## src/rtl/credit_pkg.sv

```systemverilog
// Shared types and defaults for the credit drain block.
package credit_pkg;

    localparam int MAX_CREDITS_DEF = 3;
    localparam int CW_DEF          = 3;

    // FULL: count at ceiling, PART: in between, EMPTY: count at zero
    typedef enum logic [1:0] {
        FULL  = 2'd0,
        PART  = 2'd1,
        EMPTY = 2'd2
    } credit_state_t;

endpackage

```

## src/rtl/credit_sat_counter.sv

```systemverilog
// Saturating up/down counter: resets to CEIL, never leaves 0..CEIL.
// Simultaneous inc and dec cancel.
module credit_sat_counter #(
    parameter int CEIL = 3,
    parameter int CW   = 3
) (
    input  logic          clk,
    input  logic          reset,
    input  logic          inc,
    input  logic          dec,
    output logic [CW-1:0] count
);

    localparam logic [CW-1:0] CEIL_C = CW'(CEIL);
    localparam logic [CW-1:0] ONE_C  = CW'(1);

    // Count update; ceiling and floor hold instead of wrapping
    always_ff @(posedge clk) begin
        if (reset) begin
            count <= CEIL_C;
        end else if (inc && !dec && count != CEIL_C) begin
            count <= count + ONE_C;
        end else if (dec && !inc && count != '0) begin
            count <= count - ONE_C;
        end
    end

endmodule

```

## src/rtl/credit_drain_from_three.sv

```systemverilog
// Credit pool with a FULL/PART/EMPTY FSM. Outputs come straight from
// registers, so nothing here is combinational from an input.
// Optional sticky overflow flag `err` is built when CREDIT_ERR_EN is defined.
module credit_drain_from_three
    import credit_pkg::*;
#(
    parameter int MAX_CREDITS = MAX_CREDITS_DEF,
    parameter int CW          = CW_DEF
) (
    input  logic          clk,
    input  logic          reset,
    input  logic          issue_valid,
    output logic          issue_ready,
    input  logic          ret_valid,
    output logic [CW-1:0] credits,
`ifdef CREDIT_ERR_EN
    output logic          err,
`endif
    output logic          empty,
    output logic          full
);

    localparam logic [CW-1:0] ONE_C    = CW'(1);
    localparam logic [CW-1:0] TOP_M1_C = CW'(MAX_CREDITS - 1);

    credit_state_t state, state_nxt;
    logic fire;

    // issue_ready is a register, so the handshake never depends on itself
    assign fire = issue_valid && issue_ready;

    credit_sat_counter #(
        .CEIL (MAX_CREDITS),
        .CW   (CW)
    ) u_cnt (
        .clk   (clk),
        .reset (reset),
        .inc   (ret_valid),
        .dec   (fire),
        .count (credits)
    );

    // Next state from current state, current count and the handshake
    always_comb begin
        state_nxt = state;
        case (state)
            FULL: begin
                if (fire && !ret_valid)
                    state_nxt = (MAX_CREDITS == 1) ? EMPTY : PART;
            end
            PART: begin
                if (fire && !ret_valid && credits == ONE_C)
                    state_nxt = EMPTY;
                else if (ret_valid && !fire && credits == TOP_M1_C)
                    state_nxt = FULL;
            end
            EMPTY: begin
                if (ret_valid)
                    state_nxt = (MAX_CREDITS == 1) ? FULL : PART;
            end
            default: state_nxt = FULL;
        endcase
    end

    // State and decoded outputs registered together
    always_ff @(posedge clk) begin
        if (reset) begin
            state       <= FULL;
            issue_ready <= 1'b1;
            empty       <= 1'b0;
            full        <= 1'b1;
        end else begin
            state       <= state_nxt;
            issue_ready <= (state_nxt != EMPTY);
            empty       <= (state_nxt == EMPTY);
            full        <= (state_nxt == FULL);
        end
    end

`ifdef CREDIT_ERR_EN
    // Sticky overflow: a return with no fire while already at the ceiling.
    // Issuing while empty is plain backpressure and is not flagged.
    always_ff @(posedge clk) begin
        if (reset)
            err <= 1'b0;
        else if (ret_valid && !fire && state == FULL)
            err <= 1'b1;
    end
`endif

endmodule
```

## config.mk

```make
export PLATFORM = sky130hd
export DESIGN_NAME = credit_drain_from_three
export DESIGN_NICKNAME = d
export VERILOG_FILES = /design/src/rtl/credit_pkg.sv /design/src/rtl/credit_sat_counter.sv /design/src/rtl/credit_drain_from_three.sv
export SDC_FILE = /design/constraint.sdc
export NUM_CORES = 1
export LEC_CHECK = 0
export CORE_AREA = 3 3 40 42
export DETAILED_ROUTE_END_ITERATION = 8
export DIE_AREA = 0 0 43 45
export PLACE_DENSITY_LB_ADDON = 0.25
export SYNTH_ARGS = -nofsm -noshare
export SYNTH_HDL_FRONTEND = slang
export SYNTH_HIERARCHICAL = 1
export SYNTH_SLANG_ARGS = --single-unit
```

## constraint.sdc

```tcl
create_clock -name clk -period 2.6 [get_ports clk]
set_input_delay 0.78 -clock clk [delete_from_list [all_inputs] [get_ports clk]]
set_output_delay 0.78 -clock clk [all_outputs]
set_load 0.02 [all_outputs]
```

==> impl.org, run 1 <==
** Layout
- At the end of the flow, the number of nets in the layout was 79.
- Excluding fillers, the count of instances in the completed layout stands at 87.
- From synthesis to final layout, the design area changed by 34.1%.
- For this run, the share of the core covered by cells in the final layout is 48.6%.
- Summing all non-filler instances in the final layout gives an area of 624 sq um.
- The post-route netlist has 18.1% of its cells at a drive strength greater than 1.
- 0 antenna diodes ended up in the layout.

** Synth
- Share of the synthesized netlist area taken by xor and xnor gates :: 1.88%
- Synth warnings :: 6
- When the netlist entered floorplanning its net count stood at 62.
- Cells after synthesis :: 57
- Multiplexer cells account for 0% of the synthesized area.
- Cell types occupying the most area after synthesis :: dfxtp_1, nand2_1, a21oi_1
- The cell area that synthesis handed to floorplanning was 465 sq um.
- After synthesis, flip-flops and latches occupy 34.4% of the total area.
- After synthesis, the netlist uses 26 different library cells.
- Dominant register cell in the synthesized netlist :: dfxtp_1
- List of most frequent post-synthesis cells :: nand2_1, dfxtp_1, a21oi_1, nor2_1, inv_1
- After Yosys synthesis, and, or, nand and nor cells account for 27.4% of the synthesized area.
- After synthesis, the mean cell area works out to 8.17 sq um.
- Of all flip-flops after synthesis, the portion carrying an async set or reset was 0%.
- Most frequently used cell type in the post-synthesis netlist :: nand2_1
- Fraction of the mapped netlist area in compound gates :: 26.6%
- Proportion of netlist area held by the largest area contributor :: 34.4%
- Of all cell types, the one taking the most synthesized area is dfxtp_1.
- Count of flip-flops with a built-in enable after synthesis :: 0
- The synthesized netlist devotes 4.30% of its cell area to adder and majority cells.
- Dominant combinational cell family by area after synthesis :: simple AND/OR/NAND/NOR gates
- Synthesis inferred 8 register bits.

** GRT
- Wire length of the first global-routing pass :: 1.78 mm
- Entering global routing, the biggest net connects 14 pins.
- Global-route total usage across every layer :: 12.2%
- Number of global-route vias before repair :: 393
- Global routing finished with a remaining overflow of 0.
- The initial antenna violation count came to 0.

** Status
- The flow ran to the end, and the final reports show no timing, DRC or antenna violations.

** Placement
- RePlAce Congestion :: 0.746
- Once placement completed, the tool counted placed cells totaling 84.
- Minimum setup slack after placement :: 0.000554 ns
- Post-detail-place hpwl :: 759 um
- Number of port buffers :: 9
- After detailed placement, the total cell area comes to 602 sq um.

** Worst setup path
- Critical R2R Capture :: u_cnt/count[2]
- Following the worst setup path forward leads to its endpoint at u_cnt/count[2].
- The number of cells on the worst reg-to-reg path is 8.
- The critical path is of the in2reg type.
- The startpoint identified for the worst register-to-register timing path is issue_ready.
- Worst Setup Start Kind :: primary input
- Kind of capture point of the worst setup path :: flip-flop
- Peak fanout along the critical path :: 4
- Critical Path RT :: 2.76 ns
- Across all register-to-register paths, the minimum setup slack is 0.89 ns.
- The most critical setup path has its startpoint at issue_valid.
- At the worst endpoint, the arrival time is 2.50 ns.

** Floorplan
- Core Area :: 1280 sq um
- Die Ht :: 45 um
- Die X-Extent :: 43 um
- Count of standard-cell rows :: 13
- The die covers 1940 sq um.
- I/O pin count :: 10
- The initial utilization of the core area, before any placement, comes to 36.2%.

** Timing
- Final worst path period need :: 2.34 ns
- Setup repair after global routing left no endpoint under its margin.
- For the final database, setup skew stands at 0.00967 ns.
- The total count of hold-check failures in the final report was 0.
- Final sum of negative setup slack :: 0 ns
- The final critical path takes up 90.0% of the cycle.
- Normalized max-slew margin :: 73.0%
- The worst path meets setup with 0.260 ns of slack.
- Number of pins with negative max-slew slack in the final report :: 0
- Final hold slack :: 0.516 ns
- Setup violations remaining at the end of the flow were counted as 0.
- At the pin with the least slew margin, the transition time is 0.399 ns.
- Timing would allow up to 427 MHz.

** Clocking
- The tree built by TritonCTS fans out to 8 sinks.
- # H-tree levels :: 1
- Clock tree from TritonCTS :: built
- Number of buffers inserted to repair setup after CTS :: 0
- Clock tree synthesis inserted a total of 3 buffers.
- The longest clock path from root to sink contains 2 buffers.
- Clock slew at the register clock pins of the worst setup and hold paths :: 0.06 ns
- Clock tree synthesis selected as its root buffer the cell clkbuf_4.
- Clock latency on the worst-skew pair, taken at its later pin, is 0.25 ns.
- Buffers inserted to repair hold after CTS numbered 0.
- Resize count post-CTS :: 0

** Power
- Net switching is 28.7% of the power.
- Combinational logic burns 25.6% of the power.
- The internal portion of the total power is 0.219 mW.
- For this design the static power due to leakage is 0.237 nW.
- Worst voltage drop across the vdd grid :: 151 uV
- The analysis attributes to net switching a power of 0.0883 mW.
- The clock network accounts for 30.9% of the total power.
- Dividing total power by cell area gives a power density of 492 nW/um^2.
- Part of the total power dissipated in sequential elements :: 43.5%
- The completed layout was analyzed and its total power is 0.307 mW.

** Route
- Total wire length :: 1.06 mm
- Average routed wire per standard cell :: 12.2 um
- Dividing the detail-routed via count by the number of cells gives 5.10.
- Vias :: 444
- Initial detailed-routing violation count :: 10
- After detailed routing, the number of remaining DRC violations is 0.
- For this run, the detailed router's first-pass iteration total came to 4.
- Antenna Nets Post-Route :: 0

** Run
- The tool flagged a number of max-cap violations equal to 0.

** Min path
- The min-delay analysis places its worst path in the category reg2reg.
- In this run the most critical hold path is launched from state[1].
==> cells in the final DEF (no fill, tap or decap) <==
master,netlist,final
a21boi_0,1,1
a21oi_1,6,6
a21oi_2,1,1
a311oi_2,1,1
a31oi_1,2,2
and2b_4,1,1
buf_4,0,5
clkbuf_4,0,3
clkdlybuf4s50_1,0,9
dfxtp_1,8,8
fa_1,1,1
inv_1,4,4
nand2_1,9,9
nand2b_1,1,1
nand3b_1,2,2
nand4b_1,1,1
nor2_1,6,6
nor3_1,2,2
nor4b_2,1,1
o2111ai_1,1,1
o21ai_0,1,1
o21ai_1,1,1
o22ai_1,1,1
o311ai_0,1,1
o41ai_2,1,1
or3_1,1,1
xnor2_1,1,1
==> cell type report <==
type / instances / area [sq um]
clock buffer: 3 / 22.5
fill: 132 / 661
tap: 15 / 18.8
sequential: 8 / 160
timing repair buffer: 14 / 128
inverter: 4 / 15.0
multi-input combinational: 43 / 280
==> registers in the layout, indices dropped and copies added, names as in the netlist <==
register     count
issue_ready      1
full             1
empty            1
state            2
u_cnt/count      3
==> layer usage <==
layer | vias to the layer above | global-route usage (%) | share of wire [%]
met5 | - | 0 | 0
met4 | 0 | 4.82 | 0
met3 | 0 | 4.38 | 7.0
met2 | 15 | 17.1 | 46
met1 | 196 | 16.9 | 47
li1 | 233 | - | -
==> logic make-up (layout without fill, tap and decap cells) <==
| group | count (synthesis) | in the layout |
|---|---|---|
| buffers and inverters | 6 | 21 |
| xor gates and xnor gates | 1 | 1 |
| AOI/OAI and AO/OA | 17 | 17 |
| and+or+nand+nor | 24 | 24 |
| DFF | 8 | 8 |
| adders and majority gates | 1 | 1 |
==> worst min path at each step <==
stage,end,slack [ns],cells after the start
global route,empty,0.57,2
detailed placement,empty,0.51,2
finish,empty,0.52,2
CTS,empty,0.52,2
floorplan,empty,0.46,2
global placement,empty,0.50,2
==> worst max-delay path, cell delays in order <==
cell and delay (ns):
clkdlybuf4s50_1 0.40, nand2_1 0.11, inv_1 0.06, and2b_4 0.24, nand2_1 0.06, fa_1 0.42
nor3_1 0.18, a31oi_1 0.07, o41ai_2 0.19
==> power by group through the flow <==
| stage | Combinational (mW) | Sequential (mW) | Clock (mW) |
|---|---|---|---|
| after floorplan | 0.0394 | 0.145 | 0 |
| after global placement | 0.0780 | 0.136 | 0 |
| after detailed placement | 0.0787 | 0.136 | 0 |
| after CTS | 0.0790 | 0.133 | 0.0997 |
| after global routing | 0.0866 | 0.134 | 0.107 |
| final | 0.0787 | 0.134 | 0.0950 |
Note: power is estimated with default switching activity, not from simulation.
==> inputs of run 2 (changes only) <==
- CTS_CLUSTER_SIZE: unset -> 28
==> results of run 2 <==
The final DEF is identical to that of run 1; final timing and power are the same.
